[src/rtl/jts18_vdp_mixctl.sv]
// System 18 VDP mixer control: CPU-written priority/enable byte is held in a
// shadow register and committed to the live mixer outputs only at a line or
// frame boundary. A watchdog on the VDP hsync gates the VDP layer off when
// the VDP stops producing lines.
module jts18_vdp_mixctl #(
    parameter int WDOG_LINES = 4
) (
    input  logic       rst,
    input  logic       clk,
    input  logic       cpu_we,
    input  logic [7:0] cpu_din,
    input  logic       LHBL,
    input  logic       LVBL,
    input  logic       vdp_hs,
    input  logic [7:0] debug_bus,
    output logic [2:0] vdp_prio,
    output logic       vdp_en,
    output logic       pending,
    output logic       commit,
    output logic       vdp_ok
);

    typedef enum logic { IDLE, PEND } state_t;

    localparam logic [3:0] WDOG = 4'(WDOG_LINES);

    state_t     st;
    logic [2:0] sh_prio, act_prio;
    logic       sh_en, sh_mode, act_en;
    logic       lhbl_l, lvbl_l, hs_l;
    logic [3:0] lcnt;
    logic       hb_fall, vb_fall, hs_rise, bnd, cur_mode;
    logic       unused_bits;

    assign hb_fall  = lhbl_l & ~LHBL;
    assign vb_fall  = lvbl_l & ~LVBL;
    assign hs_rise  = vdp_hs & ~hs_l;
    // A write in flight decides which boundary applies to itself
    assign cur_mode = cpu_we ? cpu_din[4] : sh_mode;
    assign bnd      = cur_mode ? vb_fall : hb_fall;

    assign vdp_prio    = debug_bus[7] ? debug_bus[2:0] : act_prio;
    assign vdp_en      = act_en & vdp_ok;
    assign unused_bits = ^{cpu_din[7:5], debug_bus[6:3]};

    // Delayed copies of blanking and hsync for edge detection
    always_ff @(posedge clk or posedge rst) begin
        if (rst) begin
            lhbl_l <= 1'b1;
            lvbl_l <= 1'b1;
            hs_l   <= 1'b1;
        end else begin
            lhbl_l <= LHBL;
            lvbl_l <= LVBL;
            hs_l   <= vdp_hs;
        end
    end

    // Shadow/live register control: commit only on a boundary, write wins on collision
    always_ff @(posedge clk or posedge rst) begin
        if (rst) begin
            st       <= IDLE;
            pending  <= 1'b0;
            commit   <= 1'b0;
            sh_prio  <= 3'd0;
            sh_en    <= 1'b0;
            sh_mode  <= 1'b0;
            act_prio <= 3'd0;
            act_en   <= 1'b0;
        end else begin
            commit <= 1'b0;
            if (cpu_we) begin
                sh_prio <= cpu_din[2:0];
                sh_en   <= cpu_din[3];
                sh_mode <= cpu_din[4];
            end
            case (st)
                IDLE: begin
                    if (cpu_we && bnd) begin
                        act_prio <= cpu_din[2:0];
                        act_en   <= cpu_din[3];
                        commit   <= 1'b1;
                    end else if (cpu_we) begin
                        st      <= PEND;
                        pending <= 1'b1;
                    end
                end
                PEND: begin
                    if (cpu_we && bnd) begin
                        act_prio <= cpu_din[2:0];
                        act_en   <= cpu_din[3];
                        commit   <= 1'b1;
                        st       <= IDLE;
                        pending  <= 1'b0;
                    end else if (bnd) begin
                        act_prio <= sh_prio;
                        act_en   <= sh_en;
                        commit   <= 1'b1;
                        st       <= IDLE;
                        pending  <= 1'b0;
                    end
                end
                default: begin
                    st      <= IDLE;
                    pending <= 1'b0;
                end
            endcase
        end
    end

    // Line watchdog: hsync rise restarts the count, saturating count drops vdp_ok
    always_ff @(posedge clk or posedge rst) begin
        if (rst) begin
            lcnt   <= 4'd0;
            vdp_ok <= 1'b0;
        end else if (hs_rise) begin
            lcnt   <= 4'd0;
            vdp_ok <= 1'b1;
        end else if (hb_fall && lcnt < WDOG) begin
            lcnt <= lcnt + 4'd1;
            if (lcnt + 4'd1 == WDOG) vdp_ok <= 1'b0;
        end
    end

endmodule
[config.mk]
export PLATFORM = sky130hd
export DESIGN_NAME = jts18_vdp_mixctl
export DESIGN_NICKNAME = d
export VERILOG_FILES = /design/src/rtl/jts18_vdp_mixctl.sv
export SDC_FILE = /design/constraint.sdc
export NUM_CORES = 1
export LEC_CHECK = 0
export BUFFER_PORTS_ARGS = -buffer_cell sky130_fd_sc_hd__clkbuf_2
export CAP_MARGIN = 30
export CORE_ASPECT_RATIO = 1.2
export CORE_MARGIN = 4
export CORE_UTILIZATION = 45
export DETAILED_ROUTE_END_ITERATION = 6
export PLACE_DENSITY_LB_ADDON = 0.15
export SLEW_MARGIN = 20
export SYNTH_ARGS = -nofsm -noshare
export SYNTH_HDL_FRONTEND = slang
export SYNTH_SLANG_ARGS = --single-unit
[constraint.sdc]
create_clock -name clk -period 3.8 [get_ports clk]
set_clock_uncertainty 0.2 [all_clocks]
set_input_delay 0.38 -clock clk [delete_from_list [all_inputs] [get_ports clk]]
set_output_delay 0.38 -clock clk [all_outputs]
set_load 0.05 [all_outputs]
==> impl_results.md <==
- Reg2reg end: pending
- Mapped Nets: 97
- Hold Startpoint: cpu_din[2]
- CTS clk-pin slew, worst paths: 0.11 ns
- Synth Warn #: 0
- Adder-cell area share of the yosys netlist: 0.0279
- Post-synthesis xor/xnor area fraction: 0.00975
- Post-DP HPWL: ~1100 um
- Post-synthesis sequential area ratio: 0.561
- Antenna violations before repair: 0
- Logic pwr share: 0.271
- Final period util: 0.484
- Pre-antenna DRT Iters: 4
- GRT Total Usage: 0.133
- Status: finished, final reports clean
- Htree depth: 1
- Cell Rows: 17
- Simple-gate share of the synthesized area: 0.163
- Clk_lat worst skew: 0.30 ns
- Worst hold stages: 2
- Max Cap Violations: 0
- Syn Inst Count: 73
- Final-report hold violation count: 0
- FF-to-FF Start: sh_mode
- Net switching power: 173 uW
- IO buf count: 21
- Compound-gate portion of the synthesized area: 0.0669
- Synth async-reset ratio: 1.00
- Primary FF master, synth: dfrtp_1
- Relative slew slack: 0.506
- Gr ovfl total: 0
- Max Slew Vio Count: 0
- PwrDens: 484 nW/um2
- Total Power: between 500 and 600 uW
- Max Freq: 0.543 GHz
- CTS tree: built
- Req. time, crit path: 3.79 ns
- Worst Path Arrival: 1.83 ns
- Switch share: 0.326
- Commonest cells after routing, fill and taps aside: clkbuf_2, dfrtp_1, nand3_1
- Worst reg2reg setup slack: 2.21 ns
- DRT antenna net count: 0
- Vias in the first global route: roughly 700
- Syn Std Cell Area: 898 um2
- Layout net count: 126
- Setup crit start kind: input pin
- Cell variety after synth: 23
- Final setup viols: 0
- CTS max path bufs: 2
- Syn_area_per_cell: around 12 um2
- Post-route setup TNS: 0 ns
- First-pass GRT wire length: between 2000 and 3000 um
- Clock share of power: 0.233
- RSZ-0062 raised after global routing: no
- Largest net degree at the start of global routing: 21
- Clock sinks: 20
- Least-Margin Pin Slew: 0.740 ns
- CTS Buf Count: 3
- Area growth from synthesis to layout: 21.9%
- Hold path endpoint: sh_prio[2]
- Vias: 618
- Leak: 0.533 nW
- Placeable Area: 1870 um2
- Placed cells: 112
- Main combinational cell family by area after synthesis: simple AND/OR/NAND/NOR gates
- FF+latch count, synth: 20
- Global placer's final weighted congestion: 0.753
- Die ar.: around 2800 um2
- Most common cell after layout, fill and taps aside: clkbuf_2
- CTS root buf: clkbuf_4
- Crit-path max FO: 6
- Starting Density: 0.480
- R2r worst-path depth: 4
- Non-filler cells, final: 120
- Cell internal pwr: 357 uW
- # IOs: 29
- Vias per cell: 5.15
- Sequential share of power: 0.496
- Fraction of layout cells with a size suffix above 1: 0.386
- Fill cells: 165
- Wire per inst: 12.6 um
- WL final: 1510 um
- Crit Path Category: in -> reg
- Minimum clock period: around 1.8 ns
- First DRT Iteration DRCs: 5
- Post-synth EDFFs: 0
- Post-CTS setup buffers: 0
- Chip width: 48.8 um
- Crit end category: register
- HP Class: in -> reg
- DIE HEIGHT: 56.9 um
- Worst ir drop on vdd: 0.238 mV
- Ant diodes: 0
- DRC viols: 0
- Post-synthesis mux area share: 0.153
-- Yosys cell counts (all sizes together) (2+ instances only) --
| cell | number | area share |
|---|---|---|
| ha | 2 | 0.028 |
| inv | 2 | 0.0084 |
| dfrtp | 17 | 0.47 |
| and2b | 2 | 0.017 |
| nor2 | 7 | 0.029 |
| mux2 | 7 | 0.092 |
| nand2b | 2 | 0.014 |
| o21ai | 5 | 0.028 |
| nor2b | 2 | 0.014 |
| a21o | 3 | 0.025 |
| nand3 | 10 | 0.056 |
| dfstp | 3 | 0.088 |
| mux2i | 3 | 0.061 |
-- metal layers --
layer  up-vias  GRT usage  part of all wire
met3         5     0.0287             0.067
met4         0     0.0692             0.023
met1       284      0.156              0.42
met2        22      0.226              0.49
li1        307          -                 -
met5         -          0                 0
-- cell families (layout without fill, tap and decap cells) --
group	after synthesis	count (layout)
and+or+nand+nor	27	27
DFF	20	20
AOI/OAI and AO/OA	10	10
muxes	10	10
buffers and inverters	3	31
adders and majority gates	2	2
xor gates and xnor gates	1	1
-- state kept, by name (all words and copies together) (netlist names) --
| register | cells |
|---|---|
| act_prio | 3 |
| vdp_ok | 1 |
| lcnt | 4 |
| lvbl_l | 1 |
| sh_mode | 1 |
| lhbl_l | 1 |
| act_en | 1 |
| sh_en | 1 |
| st | 1 |
| pending | 1 |
| commit | 1 |
| hs_l | 1 |
| sh_prio | 3 |
-- critical path: stages --
cell and delay, ns:
dlygate4sd3_1 0.55, clkbuf_2 0.11, nand2b_1 0.22, mux2_4 0.34
o21ai_1 0.14, nand3_1 0.09
-- power by group through the flow --
stage | combinational, mW | sequential (mW) | clock [mW]
after floorplan | 0.0968 | 0.279 | 0
after global placement | 0.140 | 0.266 | 0
after detailed placement | 0.143 | 0.268 | 0
after CTS | 0.147 | 0.264 | 0.128
after global routing | 0.161 | 0.267 | 0.134
final | 0.144 | 0.263 | 0.123
-- layout make-up --
| type | count | area [um2] | share of cell area |
|---|---|---|---|
| flip-flops and latches | 20 | 504 | 0.461 |
| well taps | 19 | 23.8 | 0.0217 |
| inverters | 2 | 7.51 | 0.00686 |
| clock buffers | 4 | 36.3 | 0.0331 |
| repair buffers | 25 | 145 | 0.133 |
| multi-input cells | 50 | 378 | 0.345 |
-- through the flow --
step	setup WS, ns	cell area (um2)	hold slack [ns]	utilization
3_3_place_gp	1.83	1020	0.265	0.544
3_5_place_dp	1.80	1020	0.269	0.544
4_1_cts	1.97	1090	0.0980	0.585
5_1_grt	1.84	1090	0.100	0.585
2_1_floorplan	2.10	898	0.142	-
6_report	1.96	1090	0.0993	0.585
-- timing repair --
item / 4_1_cts / 5_1_grt
hold endpoints to repair: 20 / 0
gates resized for setup: 0 / 0
hold buffers: 4 / 0
-- worst max-delay path by stage --
stage,cells after the start,end,start
2_1_floorplan,1,vdp_en,vdp_ok
4_1_cts,6,act_prio[1],LHBL
3_3_place_gp,5,pending,cpu_we
3_5_place_dp,5,pending,cpu_we
5_1_grt,6,act_prio[1],LHBL
6_report,6,act_prio[1],LHBL
(Power assumes the default switching activity.)
